==> src/rtl/syndrome_frame_sequencer.sv <==
// RS(15,11) decoder front end: ping-pong codeword buffer that bursts each full frame
// contiguously into the four syndrome cells and holds S1..S4 plus the codeword for the corrector.
module syndrome_frame_sequencer #(
    parameter int NSYM = 15,
    parameter int W    = 4,
    parameter int NSYN = 4
) (
    input  logic         CLK,
    input  logic         RESET_GLOBAL,
    input  logic         IN_VALID,
    input  logic [W-1:0] IN_SYMBOL,
    output logic         IN_READY,
    output logic [W-1:0] SYN_SERIAL,
    output logic [W-1:0] SYN_CONTROL,
    input  logic [W-1:0] SYN_IN1,
    input  logic [W-1:0] SYN_IN2,
    input  logic [W-1:0] SYN_IN3,
    input  logic [W-1:0] SYN_IN4,
    output logic         OUT_VALID,
    input  logic         OUT_READY,
    output logic [W-1:0] S1,
    output logic [W-1:0] S2,
    output logic [W-1:0] S3,
    output logic [W-1:0] S4,
    output logic         ERR_FLAG,
    input  logic [3:0]   CW_RD_ADDR,
    output logic [W-1:0] CW_RD_DATA
);
    localparam int CW = $clog2(NSYM);
    localparam logic [CW-1:0] LAST = CW'(NSYM - 1);

    typedef enum logic [1:0] {PH_IDLE, PH_BURST, PH_HELD} phase_t;

    phase_t        phase_q, phase_d;
    logic          fill_sel_q, fill_sel_d;
    logic          full_q, full_d;
    logic [CW-1:0] cnt_q, cnt_d;
    logic [CW-1:0] b_q, b_d;
    logic [W-1:0]  syn_q [NSYN];
    logic [W-1:0]  syn_d [NSYN];
    logic          err_q, err_d;
    logic [W-1:0]  syn_in_w [NSYN];
    logic [W-1:0]  mem_q [2][NSYM];

    logic          act_sel;
    logic          in_fire, fill_done, rel, start;
    logic [CW-1:0] wr_idx, rd_idx;

    assign syn_in_w[0] = SYN_IN1;
    assign syn_in_w[1] = SYN_IN2;
    assign syn_in_w[2] = SYN_IN3;
    assign syn_in_w[3] = SYN_IN4;

    // The burst/held bank is always the one not selected for filling.
    assign act_sel   = ~fill_sel_q;
    assign IN_READY  = RESET_GLOBAL & ~full_q;
    assign in_fire   = IN_VALID & IN_READY;
    assign fill_done = in_fire && (cnt_q == LAST);
    assign rel       = (phase_q == PH_HELD) && OUT_READY;
    assign start     = (full_q | fill_done) && ((phase_q == PH_IDLE) || rel);
    assign wr_idx    = LAST - cnt_q;
    assign rd_idx    = LAST - b_q;

    always_comb begin
        phase_d    = phase_q;
        fill_sel_d = fill_sel_q;
        full_d     = full_q;
        cnt_d      = cnt_q;
        b_d        = b_q;
        err_d      = err_q;
        for (int k = 0; k < NSYN; k++) syn_d[k] = syn_q[k];

        if (in_fire) cnt_d = cnt_q + 1'b1;
        if (fill_done) begin
            cnt_d  = '0;
            full_d = 1'b1;
        end

        if (start) begin
            full_d     = 1'b0;
            fill_sel_d = ~fill_sel_q;
            phase_d    = PH_BURST;
            b_d        = '0;
        end else begin
            case (phase_q)
                PH_BURST: begin
                    if (b_q == LAST) begin
                        for (int k = 0; k < NSYN; k++) syn_d[k] = syn_in_w[k];
                        err_d   = |{SYN_IN1, SYN_IN2, SYN_IN3, SYN_IN4};
                        phase_d = PH_HELD;
                        b_d     = '0;
                    end else begin
                        b_d = b_q + 1'b1;
                    end
                end
                PH_HELD:  if (OUT_READY) phase_d = PH_IDLE;
                default:  phase_d = phase_q;
            endcase
        end
    end

    always_ff @(posedge CLK or negedge RESET_GLOBAL) begin
        if (!RESET_GLOBAL) begin
            phase_q    <= PH_IDLE;
            fill_sel_q <= 1'b0;
            full_q     <= 1'b0;
            cnt_q      <= '0;
            b_q        <= '0;
            err_q      <= 1'b0;
            for (int k = 0; k < NSYN; k++) syn_q[k] <= '0;
        end else begin
            phase_q    <= phase_d;
            fill_sel_q <= fill_sel_d;
            full_q     <= full_d;
            cnt_q      <= cnt_d;
            b_q        <= b_d;
            err_q      <= err_d;
            for (int k = 0; k < NSYN; k++) syn_q[k] <= syn_d[k];
        end
    end

    // Buffer contents survive reset; only the bookkeeping is cleared.
    always_ff @(posedge CLK) begin
        if (in_fire) mem_q[fill_sel_q][wr_idx] <= IN_SYMBOL;
    end

    // Control is zero on b=0 so the cells' leftover state is masked at frame start.
    assign SYN_SERIAL  = (phase_q == PH_BURST) ? mem_q[act_sel][rd_idx] : '0;
    assign SYN_CONTROL = (phase_q == PH_BURST && b_q != '0) ? {W{1'b1}} : '0;
    assign CW_RD_DATA  = (phase_q == PH_HELD && CW_RD_ADDR <= LAST)
                         ? mem_q[act_sel][CW_RD_ADDR[CW-1:0]] : '0;

    assign OUT_VALID = (phase_q == PH_HELD);
    assign S1        = syn_q[0];
    assign S2        = syn_q[1];
    assign S3        = syn_q[2];
    assign S4        = syn_q[3];
    assign ERR_FLAG  = err_q;
endmodule

==> config.mk <==
export PLATFORM = sky130hd
export DESIGN_NAME = syndrome_frame_sequencer
export DESIGN_NICKNAME = d
export VERILOG_FILES = /design/src/rtl/syndrome_frame_sequencer.sv
export SDC_FILE = /design/constraint.sdc
export NUM_CORES = 1
export LEC_CHECK = 0
export CAP_MARGIN = 30
export CORE_MARGIN = 10
export CORE_UTILIZATION = 39
export CTS_CLUSTER_DIAMETER = 120
export CTS_CLUSTER_SIZE = 14
export DETAILED_ROUTE_END_ITERATION = 10
export PLACE_DENSITY = 0.6
export SYNTH_ARGS = -nofsm -noshare
export SYNTH_HDL_FRONTEND = slang
export SYNTH_SLANG_ARGS = --single-unit
export TNS_END_PERCENT = 1
==> constraint.sdc <==
create_clock -name CLK -period 2.86 [get_ports CLK]
set_input_delay 0.286 -clock CLK [delete_from_list [all_inputs] [get_ports CLK]]
set_output_delay 0.286 -clock CLK [all_outputs]
set_load 0.1 [all_outputs]
==> flow_summary_export.csv <==
group,metric,value,unit
synth,synth_edf_count,120,
route,routed_wl,17900,um
pwr,power.internal,4870,uW
synth,synth.area.mux_share,25.6,%
cells_and_area,multi_input_area,2840,um2
clocking,cts.sinks,149,
die,die_w,157,um
cells_and_area,seqCellArea,4330,um2
die,start_util,40.1,%
synth,synth-compound-area-share,4.20,%
setup_path,worstSetupEndpointType,"output pin",
route,first_pass_iters,5,
synth,synth_top_area_share,49.5,%
worst_hold_path,holdCritPathClass,"input pin to asynchronous set/reset pin",
clocking,clkLatencyLatePin,440,ps
synth,synth_top_family_by_area,"multiplexers",
timing,period_minus_slack,2790,ps
setup_path,worstSetupStartpointType,"register",
route,drt-vias-per-instance,5.75,
cells_and_area,n_antenna_cell,0,
clocking,cts.htree.levels,4,
timing,rsz0062_at_grt,"yes",
pwr,p_leak,0.00303,uW
timing,max_freq,358,MHz
pwr,irDropWorstVdd,0.521,mV
pwr,pwr-share-seq,35.0,%
clocking,clk_pin_slew,70,ps
cells_and_area,area_growth,23.8,%
placed_design,port-buffer-count,58,
setup_path,path_max_fanout,14,
clocking,root_buffer,"clkbuf_16",
synth,synth_area,7280,um2
die,fp.dieH,157,um
synth,avgSynthCellArea,16.4,um2
setup_path,reg2reg_slack,670,ps
die,std_cell_rows,49,
cells_and_area,drive_above_1_share,35.1,%
grt,grt_pass1_wl,27900,um
route,num_vias,4396,
timing,slew_headroom,56.2,%
setup_path,cp_data_required_time,2570,ps
timing,worstMarginPinSlew,639,ps
route,wire_per_inst,23.5,um
timing,setup_violations,0,
setup_path,r2r-end,"mem_q[0][35]",
route,drt-initial-drc-count,408,
synth,yosys_warnings,0,
clocking,numCtsBuffers,17,
synth,post_synth_xor_area_fraction,0.739,%
synth,synthAdderAreaFrac,1.38,%
cells_and_area,layout.nets,558,
pwr,power.switching,2490,uW
route,drc_errors,0,
cells_and_area,utilization,49.6,%
clocking,cts_tree,"done",
die,num_io_pins,59,
synth,synth-main-ff-cell,"edfxtp_1",
timing,drv_slew,0,
setup_path,cp.arrival,2510,ps
timing,fin_crit_sh,97.7,%
route,postRouteAntennaNets,0,
setup_path,crit_type,"register to output pin",
pwr,swShare,33.8,%
pwr,power_density,818,nW/um2
timing,hold_ws,246,ps
synth,ys_async_sr_fraction,19.5,%
timing,skew,16.8,ps
synth,ys_types,44,
clocking,clock_path_buffers,2,
run_status,outcome,"completed",
setup_path,reg2reg_depth,5,
placed_design,hpwl,13200,um
grt,grt_max_degree,34,
grt,grt_overflow,0,
die,core-area,18100,um2
placed_design,globalplace.congestion,0.883,
grt,grt_pass1_vias,4549,
setup_path,r2r-start,"fill_sel_q",
synth,syn_nets,481,
synth,synthMostInstantiatedCell,"edfxtp_1",
grt,grt_antenna_before_repair,0,
die,die_area,24500,um2
pwr,p_comb_share,35.7,%
synth,synth.largest_area_cell,"edfxtp_1",
synth,synth-simple-area-share,5.98,%
synth,netlist_instances,445,
synth,synth_area_leaders,"edfxtp_1 50%, mux4_2 17%, dfrtp_1 10%",
synth,ys_ff_latch,149,
timing,hold_viol_final,0,
run,drv_cap,0,
synth,synth-seq-area-share,59.5,%
pwr,clkPwrFrac,29.3,%
cells_and_area,fill_cells,1532,
synth,synth_commonest_cells,"120 x edfxtp_1, 56 x mux4_2, 40 x nor2_1, 33 x mux2i_1, 29 x dfrtp_1",
grt,globalRouteTotalUtil,15.2,%
layout make-up:
| type | count | area share (%) |
|---|---|---|
| well taps | 229 | 3.18 |
| clock buffers | 17 | 4.72 |
| repair buffers | 86 | 10.5 |
| flip-flops and latches | 149 | 48.1 |
| clock inverters | 15 | 1.58 |
| multi-input cells | 261 | 31.6 |
| inverters | 7 | 0.292 |
worst max-delay path: stages, from the launching register on:
cell	delay, ps
dfrtp_4	540
buf_12	200
mux4_2	510
nor2b_1	150
a211oi_1	310
o22ai_2	170
buf_12	190
layer usage:
layer	GRT usage [%]	part of all wire, %	vias up
li1	-	-	1944
met3	4.88	6.7	26
met2	23.6	47	166
met4	6.07	2.3	0
met5	0	0	-
met1	19.5	44	2260
metrics by stage:
step	instances	worst slack, ps	instance area (um2)	setup TNS [ps]	total power [uW]
floorplan	445	-346	7330	-2000	4380
global placement	728	345	8350	0	5090
detailed placement	728	345	8350	0	5130
CTS	764	26.4	8980	0	7380
global route	764	-17.1	9010	-31.7	7680
finish	764	65.4	9010	0	7360
state kept, by name, indices dropped and copies added, names as in the netlist:
register and flops:
fill_sel_q 1, S3 4, mem_q 120, S4 4, ERR_FLAG 1, b_q 4, phase_q 2, S1 4
cnt_q 4, full_q 1, S2 4
what timing repair did:
item / CTS / global route
buffers inserted: 4 / 0
cloned: 0 / 0
pin swaps: 1 / 0
hold endpoints to repair: 0 / 0
endpoints found under the setup margin: 8 / 5
gates resized for setup: 3 / 6
hold buffers: 0 / 0
power groups by stage:
stage,combinational [uW],clock [uW],sequential (uW)
2_1_floorplan,1750,0,2630
3_3_place_gp,2450,0,2640
3_5_place_dp,2480,0,2650
4_1_cts,2610,2200,2570
5_1_grt,2790,2290,2600
6_report,2630,2150,2580
kinds of logic after synthesis:
kind of cell	Yosys count
flops	149
mux	113
simple gates	91
compound gates	45
buf+inv	35
fa+ha+maj	8
xor+xnor	4
worst max path at each step:
stage                    start             to  slack, ps  cells after the start
finish              fill_sel_q  SYN_SERIAL[2]         70                      6
global route        fill_sel_q  SYN_SERIAL[2]        -20                      6
CTS                 fill_sel_q  SYN_SERIAL[1]         30                      6
detailed placement  fill_sel_q  SYN_SERIAL[2]        340                      6
global placement    fill_sel_q  SYN_SERIAL[3]        350                      6
floorplan               b_q[0]  SYN_SERIAL[0]       -350                      8
layout by cell type (no fill, tap or decap), types with 3 or more instances in the layout:
| cell type | n |
|---|---|
| nor2_1 | 40 |
| o211ai_1 | 4 |
| a21oi_1 | 5 |
| dfrtp_1 | 27 |
| mux2_2 | 23 |
| o21ai_0 | 12 |
| clkdlybuf4s50_1 | 27 |
| buf_12 | 18 |
| clkinv_4 | 3 |
| o22a_1 | 4 |
| a211oi_1 | 3 |
| mux2i_1 | 32 |
| nor2b_1 | 7 |
| nand2_1 | 14 |
| and2_1 | 4 |
| buf_6 | 3 |
| mux4_2 | 56 |
| inv_6 | 5 |
| nand3b_1 | 3 |
| ha_1 | 7 |
| inv_1 | 6 |
| nor4_1 | 4 |
| buf_4 | 38 |
| clkbuf_16 | 17 |
| edfxtp_1 | 120 |
| nand3_1 | 7 |
| o22ai_2 | 4 |
| o221ai_2 | 4 |
Note: power is estimated with default switching activity, not from simulation.
==> RTL edit 1, RTL diff (same settings) <==
Re-encode `phase_t` (3 values) as one-hot, 3 bits wide.
--- a/src/rtl/syndrome_frame_sequencer.sv
+++ b/src/rtl/syndrome_frame_sequencer.sv
@@ -30,5 +30,5 @@
     localparam logic [CW-1:0] LAST = CW'(NSYM - 1);
 
-    typedef enum logic [1:0] {PH_IDLE, PH_BURST, PH_HELD} phase_t;
+    typedef enum logic [2:0] {PH_IDLE = 3'b001, PH_BURST = 3'b010, PH_HELD = 3'b100} phase_t;
 
     phase_t        phase_q, phase_d;
Formal check against the unedited RTL: no difference found for any inputs over 10 cycles, from zero or initial values and one cycle with RESET_GLOBAL low; not proved beyond that.
==> RTL edit 1 against the original RTL <==
  * Die area increased by 0.54%
  * Non-clock buffer count is 2 higher
  * Sequential cell count is 1 higher
  * Wire length is 2.4% higher
  * Setup slack worse by 0.039 ns
  * Final cell count grew 1.4%
  * Cell area is 2.3% higher
  * Area after synthesis grew 0.62%
  * Clock skew fell by 0.0051 ns
Power is not compared: it rests on default switching activity, and its combinational part moved more than twofold at a synthesized area within 25%.
==> RTL edit 1: results (changes against the original RTL) <==
row count 50 (+2.0%); Post-CTS Setup Inserts 4 (unchanged); met3 wire length 1.29 mm (+7.7%); Hold Crit Class in2async; status finished, final reports clean; Post-synth EDFFs 120 (unchanged); Largest Register mem_q; critical path's top delay family multiplexers; crit path max fanout 8 (-6); Worst-Skew Late Latency 0.43 ns; max cap viols 0 (unchanged); Final #Nets 564 (+1.1%); Slowest-stage cell, CP dfrtp_4; final WL 18.4 mm (+2.4%); met3 usage 0.0396 (-0.00922); detailed-route via count 4,471 (+1.7%); Post-CTS Resized 6 (+3); met1 global-route usage 0.193 (-0.00179); CP max stage delay 0.54 ns (about the same); Reg clk slew, reported paths 0.07 ns (about the same); first-pass GRT wire length 28.2 mm (+1.0%); Clock Tree Buf Depth 2 (unchanged); RePlAce Congestion 0.821 (-7.1%); register area share after synthesis 0.595 (about the same); maximum vdd drop 405 uV; max reg flops 120 (unchanged); WL met1 7.55 mm (-3.9%); library cells used by synthesis 46 (+4.5%); H-tree Lvls 4 (unchanged); share of cells above drive strength 1 0.390 (+0.0386); met2 wire length 9.22 mm (+8.8%); top cells by count, synth 120 x edfxtp_1, 56 x mux4_2, 39 x nor2_1; Root Driver clkbuf_16; diode count 0 (unchanged); vias in the first global route 4,667 (+2.6%); Syn Nets 483 (+0.42%); total track usage 0.154 (+0.00179); number of port buffers 58 (unchanged); worst slew pin tran 0.723 ns (+0.0835 ns); P_leak 3.17 nW; Data arrival, critical path 2.55 ns (+0.04 ns); TritonCTS Buffers 17 (unchanged); dpl ws 0.267 ns (-0.0771 ns); initial antenna violation count 0 (unchanged); # fillers 1,516 (-1.0%); Detail Placement HPWL 12.7 mm (-3.7%); DRT Pass-1 Iters 5 (unchanged); Final Max Slew Viols 0 (unchanged); met2 Use GR 0.257 (+0.0209); Async S/R FF share, synth 0.200 (+0.00537); DR iter-0 viols 433 (+6.1%); GRT overflow 0 (unchanged); clock skew 0.0117 ns (-0.00511 ns); YS warnings 0 (unchanged); ranking of synthesized cells by area edfxtp_1 49%, mux4_2 17%, dfrtp_1 9.9%; largest net degree at the start of global routing 33 (-2.9%); highest routed layer met4
## RTL edit 1: through the flow
step	cell area (sq um)	total power, mW	instances
4_1_cts	9070	5.48	766
3_3_place_gp	8290	3.12	728
5_1_grt	9220	5.66	775
3_5_place_dp	8290	3.14	728
6_report	9220	5.44	775
2_1_floorplan	7340	2.87	447
## RTL edit 1: kinds of logic after synthesis
family	Yosys count	share of synthesized area
simple gates	87	0.0572
buf+inv	36	0.0275
mux	113	0.256
xor+xnor	4	0.00479
compound gates	49	0.0456
fa+ha+maj	8	0.0137
flops	150	0.595
## RTL edit 1: worst reg2reg max path, stage by stage, from the launching register on
cell     delay, ns
dfrtp_1       0.47
ha_1          0.31
a21oi_1       0.06
mux2_2        0.29
a21oi_1       0.57
nor2_1        0.30
## RTL edit 1: power by group
part	internal [mW]	switching, mW
logic	0.212	0.371
registers	2.43	0.0779
clock network	1.40	0.953
total	4.04	1.40
## RTL edit 1: final timing paths
kind	depth (start not counted)	slack (ns)	start	endpoint
setup / recovery	7	0.03	fill_sel_q	SYN_SERIAL[1]
hold reg to reg	1	0.51	S1[1]	S1[1]
max in group asynchronous	2	2.18	RESET_GLOBAL	fill_sel_q
setup reg to reg	5	0.56	cnt_q[0]	mem_q[1][27]
min in group CLK	2	0.50	SYN_IN4[2]	S4[2]
hold / removal	2	0.34	RESET_GLOBAL	S3[3]
## RTL edit 1: final cells by class
type | instances | area [sq um] | area share
clock buffers | 17 | 425 | 0.0462
inverters | 10 | 37.5 | 0.00407
repair buffers | 88 | 1040 | 0.113
clock inverters | 15 | 193 | 0.0209
flip-flops and latches | 150 | 4360 | 0.473
well taps | 234 | 293 | 0.0318
multi-input cells | 261 | 2870 | 0.311
==> RTL edit 2, RTL diff (same flow settings) <==
Without the edit above. `W`: 4 -> 5.
--- a/src/rtl/syndrome_frame_sequencer.sv
+++ b/src/rtl/syndrome_frame_sequencer.sv
@@ -3,5 +3,5 @@
 module syndrome_frame_sequencer #(
     parameter int NSYM = 15,
-    parameter int W    = 4,
+    parameter int W    = 5,
     parameter int NSYN = 4
 ) (
Interface: changed (12 resized); port bits go from 59 to 71. No check against the original RTL was run, so the function may have changed too.
==> RTL edit 2 against the original RTL <==
  * Highest routed layer unchanged
  * Via count grew 23%
  * Setup slack lost 0.046 ns
  * Sequential power grew 21%
  * Total power grew 22%
  * Sequential cell count grew 34
  * Area after synthesis grew 22%
  * Wire length grew 27%
  * Cell area grew 25%
  * Count of clock-buffer cells in the layout is the same
  * Largest cell class unchanged
==> RTL edit 2: results (changes against the original RTL) <==
Async S/R FF share, synth 0.180 (-0.0143); WHS 0.345 ns (+0.0992 ns); Root Driver clkbuf_16; crit path max fanout 4 (-10); Syn Inst Count 519 (+17%); largest net degree at the start of global routing 36 (+5.9%); status finished, final reports clean; total track usage 0.153 (+0.000976); P_leak 3.75 nW (+24%); Syn Nets 560 (+16%); placed insts 863 (+19%); Detail Placement HPWL 15.7 mm (+20%); Worst-Skew Late Latency 0.43 ns; DR iter-0 viols 587 (+44%); r2r setup slk 0.56 ns (-0.11 ns); worst slew pin tran 0.790 ns (+0.150 ns); worst reg2reg endpoint mem_q[0][64]; r2r worst-path depth 6 (+1); vias in the first global route 5,457 (+20%); ranking of synthesized cells by area edfxtp_1 51%, mux4_2 16%, dfrtp_1 9.3%; DRT Pass-1 Iters 5 (unchanged); ANT nets after route 0 (unchanged); Final #Nets 670 (+20%); average wire per standard cell 24.5 um (+4.4%); Data arrival, critical path 2.55 ns (+0.04 ns); clock skew 0.00723 ns (-0.00954 ns); top cells by count, synth 150 x edfxtp_1, 64 x mux4_2, 37 x nor2_1; library cells used by synthesis 49 (+11%); YS warnings 0 (unchanged); share of cells above drive strength 1 0.368 (+0.0162); max reg flops 150 (+25%); Post-synth EDFFs 150 (+25%); Clock Tree Buf Depth 2 (unchanged); register area share after synthesis 0.601 (+0.00611); RePlAce Congestion 0.813 (-7.9%); initial antenna violation count 0 (unchanged); TritonCTS Buffers 17 (unchanged); dpl cell area 0.0101 sq mm (+21%); maximum vdd drop 416 uV (-20%); detailed-route via count 5,393 (+23%); first-pass GRT wire length 33.3 mm (+19%); number of port buffers 70 (+21%); final WL 22.7 mm (+27%); worst reg2reg path startpoint fill_sel_q; H-tree Lvls 4 (unchanged)
==> RTL edit 2: cell count changes after synthesis, moves of 6 or more <==
cell / unedited run / this run
edfxtp_1: 120 / 150
mux2_1: 1 / 23
mux2_2: 23 / 10
mux2i_1: 33 / 26
mux4_1: 0 / 6
mux4_2: 56 / 64
o221ai_1: 5 / 11
==> RTL edit 2: logic make-up after synthesis <==
logic type,count (synthesis),share of synthesized area
compound gates,57,0.0461
simple gates,96,0.0532
mux,129,0.252
xor+xnor,5,0.00706
buf+inv,41,0.0298
flops,183,0.601
fa+ha+maj,8,0.0113
==> RTL edit 2: critical path, stage by stage, from the launching register on <==
cell and delay, ns:
dfrtp_4 0.50, buf_6 0.15, buf_6 0.13, buf_4 0.13, mux4_2 0.43, a22oi_2 0.21, o22a_1 0.23, o221ai_2 0.13
buf_12 0.19
==> RTL edit 2: stage by stage <==
step	setup TNS [ns]	util	setup slack, ns
6_report	0	0.499	0.0197
2_1_floorplan	-8.49	-	-0.164
4_1_cts	-0.00433	0.483	-0.00433
3_5_place_dp	0	0.451	0.144
5_1_grt	-0.0608	0.499	-0.0210
3_3_place_gp	0	0.451	0.160
==> RTL edit 2: power breakdown <==
part           switching [mW]  internal, mW
combinational            1.94          1.72
sequential              0.111          3.00
clock                    1.07          1.15
==> RTL edit 2: layout make-up <==
type | instances | area (sq um)
multi-input cells | 295 | 3560
flip-flops and latches | 183 | 5340
clock buffers | 17 | 425
well taps | 285 | 357
fillers | 1810 | 11300
clock inverters | 15 | 134
inverters | 9 | 33.8
repair buffers | 123 | 1380
==> RTL edit 2: worst max path at each step <==
stage                     to        from
2_1_floorplan  CW_RD_DATA[0]  phase_q[0]
3_3_place_gp   SYN_SERIAL[3]      b_q[0]
5_1_grt        CW_RD_DATA[4]  fill_sel_q
3_5_place_dp   SYN_SERIAL[2]  fill_sel_q
6_report       CW_RD_DATA[0]  fill_sel_q
4_1_cts        SYN_SERIAL[3]  fill_sel_q
==> RTL edit 2: timing repair <==
action / 4_1_cts / 5_1_grt
hold buffers: 1 / 0
endpoints found under the setup margin: 10 / 9
endpoints found under the hold margin: 33 / 0
gates cloned: 0 / 4
gates resized for setup: 19 / 23
pin swaps: 7 / 15
setup buffers: 6 / 21
==> RTL edit 2: layer usage <==
| layer | GRT usage | up-vias | routed length, um |
|---|---|---|---|
| met1 | 0.202 | 2766 | 9440 |
| met3 | 0.0341 | 32 | 1740 |
| met2 | 0.247 | 239 | 11100 |
| met5 | 0 | - | 0 |
| met4 | 0.0507 | 0 | 432 |
| li1 | - | 2356 | - |
